File: src/rtl/mem_port_arbiter.sv
// rtl/mem_port_arbiter.sv - shares one 64-bit memory port between fetch (I) and load/store (D); optional macro ARB_ROUND_ROBIN_EN
module mem_port_arbiter #(
    parameter int TIMEOUT_CYC = 255
) (
    input  logic        clk,
    input  logic        rst,
    input  logic        i_req,
    input  logic [31:0] i_addr,
    output logic        i_valid,
    output logic [31:0] i_rdata,
    input  logic        d_req,
    input  logic        d_we,
    input  logic [31:0] d_addr,
    input  logic [63:0] d_wdata,
    input  logic [7:0]  d_wmask,
    output logic        d_valid,
    output logic [63:0] d_rdata,
    output logic        err,
    output logic        mem_req,
    output logic        mem_we,
    output logic [31:0] mem_addr,
    output logic [63:0] mem_wdata,
    output logic [7:0]  mem_wmask,
    input  logic        mem_ack,
    input  logic [63:0] mem_rdata
);
    // Counter holds the number of completed BUSY cycles; abort fires in the cycle where it reads TIMEOUT_CYC-1.
    localparam int CW = (TIMEOUT_CYC < 2) ? 1 : $clog2(TIMEOUT_CYC);
    localparam logic [CW-1:0] CNT_LAST = CW'(TIMEOUT_CYC - 1);

    typedef enum logic [1:0] {IDLE, BUSY_I, BUSY_D, RESP} state_t;

    state_t         state_q, state_d;
    logic [CW-1:0]  cnt_q, cnt_d;
    logic           sel_hi_q, sel_hi_d;
    logic           i_valid_q, i_valid_d;
    logic [31:0]    i_rdata_q, i_rdata_d;
    logic           d_valid_q, d_valid_d;
    logic [63:0]    d_rdata_q, d_rdata_d;
    logic           err_q, err_d;
    logic           mem_req_q, mem_req_d;
    logic           mem_we_q, mem_we_d;
    logic [31:0]    mem_addr_q, mem_addr_d;
    logic [63:0]    mem_wdata_q, mem_wdata_d;
    logic [7:0]     mem_wmask_q, mem_wmask_d;
    logic           grant_d_w;

`ifdef ARB_ROUND_ROBIN_EN
    logic           last_d_q, last_d_d;  // 1 = D was granted last, 0 = I (reset)
    assign grant_d_w = d_req && (!i_req || !last_d_q);
`else
    assign grant_d_w = d_req;
`endif

    // Next-state and output computation for the access sequencer
    always_comb begin
        state_d     = state_q;
        cnt_d       = cnt_q;
        sel_hi_d    = sel_hi_q;
        i_valid_d   = 1'b0;
        i_rdata_d   = i_rdata_q;
        d_valid_d   = 1'b0;
        d_rdata_d   = d_rdata_q;
        err_d       = err_q;
        mem_req_d   = mem_req_q;
        mem_we_d    = mem_we_q;
        mem_addr_d  = mem_addr_q;
        mem_wdata_d = mem_wdata_q;
        mem_wmask_d = mem_wmask_q;
`ifdef ARB_ROUND_ROBIN_EN
        last_d_d    = last_d_q;
`endif
        case (state_q)
            IDLE: begin
                err_d = 1'b0;
                if (grant_d_w) begin
                    state_d     = BUSY_D;
                    cnt_d       = '0;
                    mem_req_d   = 1'b1;
                    mem_we_d    = d_we;
                    mem_addr_d  = d_addr;
                    mem_wdata_d = d_wdata;
                    mem_wmask_d = d_we ? d_wmask : 8'h00;
`ifdef ARB_ROUND_ROBIN_EN
                    last_d_d    = 1'b1;
`endif
                end else if (i_req) begin
                    state_d     = BUSY_I;
                    cnt_d       = '0;
                    sel_hi_d    = i_addr[2];
                    mem_req_d   = 1'b1;
                    mem_we_d    = 1'b0;
                    mem_addr_d  = {i_addr[31:3], 3'b000};
                    mem_wdata_d = 64'h0;
                    mem_wmask_d = 8'h00;
`ifdef ARB_ROUND_ROBIN_EN
                    last_d_d    = 1'b0;
`endif
                end
            end
            BUSY_I, BUSY_D: begin
                if (mem_ack) begin
                    // Ack beats a coinciding timeout
                    state_d   = RESP;
                    mem_req_d = 1'b0;
                    err_d     = 1'b0;
                    if (state_q == BUSY_I) begin
                        i_valid_d = 1'b1;
                        i_rdata_d = sel_hi_q ? mem_rdata[63:32] : mem_rdata[31:0];
                    end else begin
                        d_valid_d = 1'b1;
                        d_rdata_d = mem_we_q ? 64'h0 : mem_rdata;
                    end
                end else if (cnt_q == CNT_LAST) begin
                    state_d   = RESP;
                    mem_req_d = 1'b0;
                    err_d     = 1'b1;
                    if (state_q == BUSY_I) begin
                        i_valid_d = 1'b1;
                        i_rdata_d = 32'h0;
                    end else begin
                        d_valid_d = 1'b1;
                        d_rdata_d = 64'h0;
                    end
                end else begin
                    cnt_d = cnt_q + 1'b1;
                end
            end
            RESP: begin
                state_d = IDLE;
                err_d   = 1'b0;
            end
            default: state_d = IDLE;
        endcase
    end

    // State and output registers; reset drops mem_req immediately
    always_ff @(posedge clk or posedge rst) begin
        if (rst) begin
            state_q     <= IDLE;
            cnt_q       <= '0;
            sel_hi_q    <= 1'b0;
            i_valid_q   <= 1'b0;
            i_rdata_q   <= 32'h0;
            d_valid_q   <= 1'b0;
            d_rdata_q   <= 64'h0;
            err_q       <= 1'b0;
            mem_req_q   <= 1'b0;
            mem_we_q    <= 1'b0;
            mem_addr_q  <= 32'h0;
            mem_wdata_q <= 64'h0;
            mem_wmask_q <= 8'h00;
`ifdef ARB_ROUND_ROBIN_EN
            last_d_q    <= 1'b0;
`endif
        end else begin
            state_q     <= state_d;
            cnt_q       <= cnt_d;
            sel_hi_q    <= sel_hi_d;
            i_valid_q   <= i_valid_d;
            i_rdata_q   <= i_rdata_d;
            d_valid_q   <= d_valid_d;
            d_rdata_q   <= d_rdata_d;
            err_q       <= err_d;
            mem_req_q   <= mem_req_d;
            mem_we_q    <= mem_we_d;
            mem_addr_q  <= mem_addr_d;
            mem_wdata_q <= mem_wdata_d;
            mem_wmask_q <= mem_wmask_d;
`ifdef ARB_ROUND_ROBIN_EN
            last_d_q    <= last_d_d;
`endif
        end
    end

    assign i_valid   = i_valid_q;
    assign i_rdata   = i_rdata_q;
    assign d_valid   = d_valid_q;
    assign d_rdata   = d_rdata_q;
    assign err       = err_q;
    assign mem_req   = mem_req_q;
    assign mem_we    = mem_we_q;
    assign mem_addr  = mem_addr_q;
    assign mem_wdata = mem_wdata_q;
    assign mem_wmask = mem_wmask_q;

endmodule
File: config.mk
export PLATFORM = sky130hd
export DESIGN_NAME = mem_port_arbiter
export DESIGN_NICKNAME = d
export VERILOG_FILES = /design/src/rtl/mem_port_arbiter.sv
export SDC_FILE = /design/constraint.sdc
export NUM_CORES = 1
export LEC_CHECK = 0
export ABC_AREA = 1
export CORE_AREA = 2 2 158 160
export CTS_CLUSTER_SIZE = 40
export DETAILED_ROUTE_END_ITERATION = 12
export DIE_AREA = 0 0 160 162
export DONT_BUFFER_PORTS = 1
export HOLD_SLACK_MARGIN = 0.03
export PLACE_DENSITY = 0.64
export SYNTH_ARGS = -nofsm -noshare
export SYNTH_HDL_FRONTEND = slang
export SYNTH_SLANG_ARGS = --single-unit
File: constraint.sdc
create_clock -name clk -period 12.9 [get_ports clk]
set_input_delay 2.58 -clock clk [delete_from_list [all_inputs] [get_ports clk]]
set_output_delay 2.58 -clock clk [all_outputs]
set_load 0.05 [all_outputs]
; Word level (Yosys, flattened, before mapping)
; Index checks and enable logic that the tools add are counted.
[word_totals]
ram_bits = 0
word_cells = 81
in_bits = 206
romBits = 0
latch_bits = 0
regBits = 216
n_memories = 0
[op_classes]
div_mod_pow = 0
n_bitwise = 2
reduce_logical = 13
n_mul = 0
mux = 44
magnitude_cmp = 0
eq_ne = 8
n_shift = 0
addsub = 1
[ops]
columns = cell, count
row1 = $mux 64, 7
row2 = $mux 32, 7
row3 = $mux 8, 6
row4 = $mux 1, 16
row5 = $pmux 8 s2, 1
row6 = $reduce_and 3->1, 4
row7 = $add 8x1->8 const B, 1
row8 = $eq 8x8->1 const B, 1
row9 = $mux 2, 4
row10 = $ne 3x3->1 const B, 2
row11 = $pmux 2 s3, 1
row12 = $reduce_bool 2->1, 3
row13 = $eq 2x2->1 const B, 2
row14 = $ne 2x2->1 const B, 2
row15 = $pmux 1 s2, 2
row16 = $reduce_and 2->1, 2
row17 = $reduce_and 4->1, 1
row18 = $reduce_or 2->1, 2
row19 = $eq 2x1->1 const B, 1
row20 = $logic_not 2->1, 1
row21 = $not 1->1, 2

; Depth between registers and ports, before layout
[depth]
ltp_word = 5
ltp_mapped = 11

; Worst setup path after synthesis
; No wires, ideal clock.
[synth_timing]
kind = input to register
from = input port mem_ack
to = register d_rdata_q[0] (netlist: d_rdata[0])
path_slack_ns = 9.387
required_ns = 12.781
arrival_time_ns = 3.394
stages = 6
setup_ns = 0.119
path_buffers = 2
path_cell_list = buf_2 > nand2_1 > clkbuf_1 > nor2_1 > nand3_1 > nand2_1
[synth_between]
elab_chain_len = 2
[synth_rtl]
columns = item, line_no
row1 = "start, declared", 24  ; input logic mem_ack,
row2 = $reduce_bool 2->1 (no line), --
row3 = $reduce_and 3->1 (no line), --
row4 = "end signal, assigned", 163  ; d_rdata_q <= d_rdata_d;
row5 = "end, declared", 39  ; logic [63:0] d_rdata_q, d_rdata_d;
; Several ways; a longest one is shown, not always the timed one.
; A chain may end at the register's enable or synchronous reset.

; Worst setup path in the final report
[layout_timing]
from = input port mem_ack
to = register d_rdata_q[54] (netlist: d_rdata[54])
; The elaborated chain is that of the path after synthesis.

==> impl_results.md <==
- Commonest cells after routing, fill and taps aside: 362 x nand2_1, 216 x dfrtp_1, 155 x inv_1
- Initial antenna violation count: 0
- Most common cell after layout, fill and taps aside: nand2_1
- Mapped Avg Cell Area: 7.98 um^2
- Final Max Tran Viols: 0
- GRT Total Usage: 0.217
- Core Rows: 57
- Critical path class: input pin to flop
- Worst Setup Start Kind: input pin
- Total grt overflow: 0
- DR vias/cell: 5.09
- DIE AREA: 25900 um^2
- CTS tree: yes
- Ant diodes: 0
- Via Count: around 7.8k
- Finished Layout Cells: 1524
- Slew @ Worst Pin: 1110 ps
- Post-layout util: 0.446
- DRT iter0 DRCs: 690
- I/O Pins: 411
- Detailed Place HPWL: 19900 um
- Area post-placement: 9870 um^2
- Syn Std Cell Area: 9750 um^2
- Maximum VDD drop: 0.179 mV
- Placed Cells: 1478
- # H-tree levels: 1
- Bufs on Longest Clock Path: 3
- Core area: 24100 um^2
- Hold slack: ~500 ps
- Routed len/inst: 19.3 um
- Worst Clk Skew: ~25 ps
- Slowest cell on crit path: nand2_4
- Relative slew margins: 0.258
- Nets: 1391
- Initial Util: 0.404
- Hold buffer count at cts: 0
- DIE HEIGHT: 162 um
- Final Routed Wirelength: 29400 um
- Count of clock tree sinks: 216
- Lkg Pwr: approximately 5.5 nW
- Antenna-violating nets left: 0
- Gpl congestion: roughly 0.86
- Final critical-path required period: 4240 ps
- Ratio of cells with drive above 1 in the final layout: 0.0525
- Later-pin clock latency in the skew report: approximately 540 ps
- Worst path required time: 13310 ps
- PortBufs: 0
- Achievable frequency: 0.236 GHz
- Synthesis-to-finish area growth: 10.3%
- Crit-path cells: nand2_1 > nand2_4 > nand2_2 > buf_4 > nand2_1 > nand2_1
- Post-synth EDFFs: 0
- Register bit total from synthesis: about 220
- Slowest stage delay, CP: between 700 and 800 ps
- Outcome: finished clean
- First-pass GRT wire length: 44600 um
- Post-CTS setup buffers: 0
- Number of distinct library cells after synthesis: 26
- Synthesis warning total: 0
- CP most frequent cell: nand2_1
- Setup_tns: 0 ps
- RSZ-0062 raised after global routing: no
- Share of flip-flops with an asynchronous set or reset: 1.00
- Power, Total: 3.65 mW
- Worst setup margin: 8660 ps
- CP Max Fanout: 99
- Worst path top cell family by delay: simple AND/OR/NAND/NOR gates
- Vias in the first global route: roughly 7.5k
- Largest net degree at the start of global routing: 115
- Final-report setup violation count: 0
- Post-synth net total: 1431
- Cells after synthesis: 1221
- Final hold violation count: 0
- Pwr/cell area: 339 nW/um^2
- Post-synthesis sequential area ratio: 0.555
- DRC Markers: 0
- CP arrival: 4650 ps
- Root Driver: clkbuf_16
- Max-Cap Viols: 0
- Buf/Inv on CP: 1
- Chip width: approximately 160 um
- Drt pass-1 iters: 5
- Final Instance Area: 10700 um^2
- Resize count post-CTS: 0
- CTS Buf Count: 25
- Fin crit share: 0.329
- Most used DFF post-synth: dfrtp_1
- Hold Crit Class: flop to flop
- Placement Setup Slack: 8110 ps
- Crit end category: flop
- Reg clk slew, reported paths: 60 ps
==> sequential cells by signal, indices dropped and copies added (netlist names) <==
| register | flops |
|---|---|
| i_valid | 1 |
| err | 1 |
| i_rdata | 32 |
| mem_we | 1 |
| state_q | 2 |
| mem_wdata | 64 |
| mem_addr | 32 |
| mem_req | 1 |
| mem_wmask | 8 |
| cnt_q | 8 |
| d_rdata | 64 |
| d_valid | 1 |
| sel_hi_q | 1 |
==> where the power goes <==
part | internal (mW) | switching, mW
Clock | 0.459 | 0.295
Sequential | 0.947 | 1.24
Combinational | 0.204 | 0.505
==> Yosys cell counts (5+ instances only) <==
library cell / count / share of area
a21oi_1: 35 / 0.018
a31oi_1: 29 / 0.019
buf_2: 16 / 0.0082
buf_4: 8 / 0.0062
buf_6: 5 / 0.0058
clkbuf_1: 45 / 0.017
dfrtp_1: 216 / 0.55
inv_1: 158 / 0.061
nand2_1: 364 / 0.14
nand3_1: 112 / 0.058
nor2_1: 102 / 0.039
o21ai_0: 112 / 0.058
==> cell type report <==
cell class / instances / area (um^2)
multi-input cells: 769 / 3380
clock buffers: 37 / 741
inverters: 159 / 604
flip-flops and latches: 216 / 5410
repair buffers: 10 / 75.1
clock inverters: 9 / 138
well taps: 324 / 405
fillers: 2439 / 13400
==> kinds of logic (layout without fill, tap and decap cells) <==
logic type      after synthesis  count (layout)  share of synthesized area
compound gates              179             179                     0.0965
flops                       216             216                      0.555
buf+inv                     236             215                     0.0999
fa+ha+maj                     4               4                    0.00513
simple gates                584             584                      0.242
xor+xnor                      2               2                    0.00180
==> routing by layer <==
layer	vias to the layer above	GRT usage	wire length, um
met3	52	0.0812	3200
met2	350	0.361	14000
met1	3637	0.265	11300
li1	3724	-	-
met5	-	0	0
met4	0	0.0676	843
==> worst register-to-register path, cell delays in order (launching register included) <==
cell     delay [ps]
dfrtp_1         430
inv_1           100
ha_1            160
nand2_1          50
nor2_1          200
nand3_2         130
nand2_4         760
nand2_2         540
buf_4           450
nand2_1         180
nand2_1          60
==> worst paths after layout <==
check	start	endpoint	slack (ps)	cells after the start
worst max-delay path	mem_ack	d_rdata[54]	8660	6
worst min-delay path	state_q[1]	state_q[1]	500	2
worst max register to register	cnt_q[0]	d_rdata[54]	9710	10
worst min register to register	state_q[1]	state_q[1]	500	2
max in group asynchronous	rst	mem_wdata[31]	8840	3
min in group asynchronous	rst	d_rdata[53]	2030	1
Note: power is estimated with default switching activity, not from simulation.
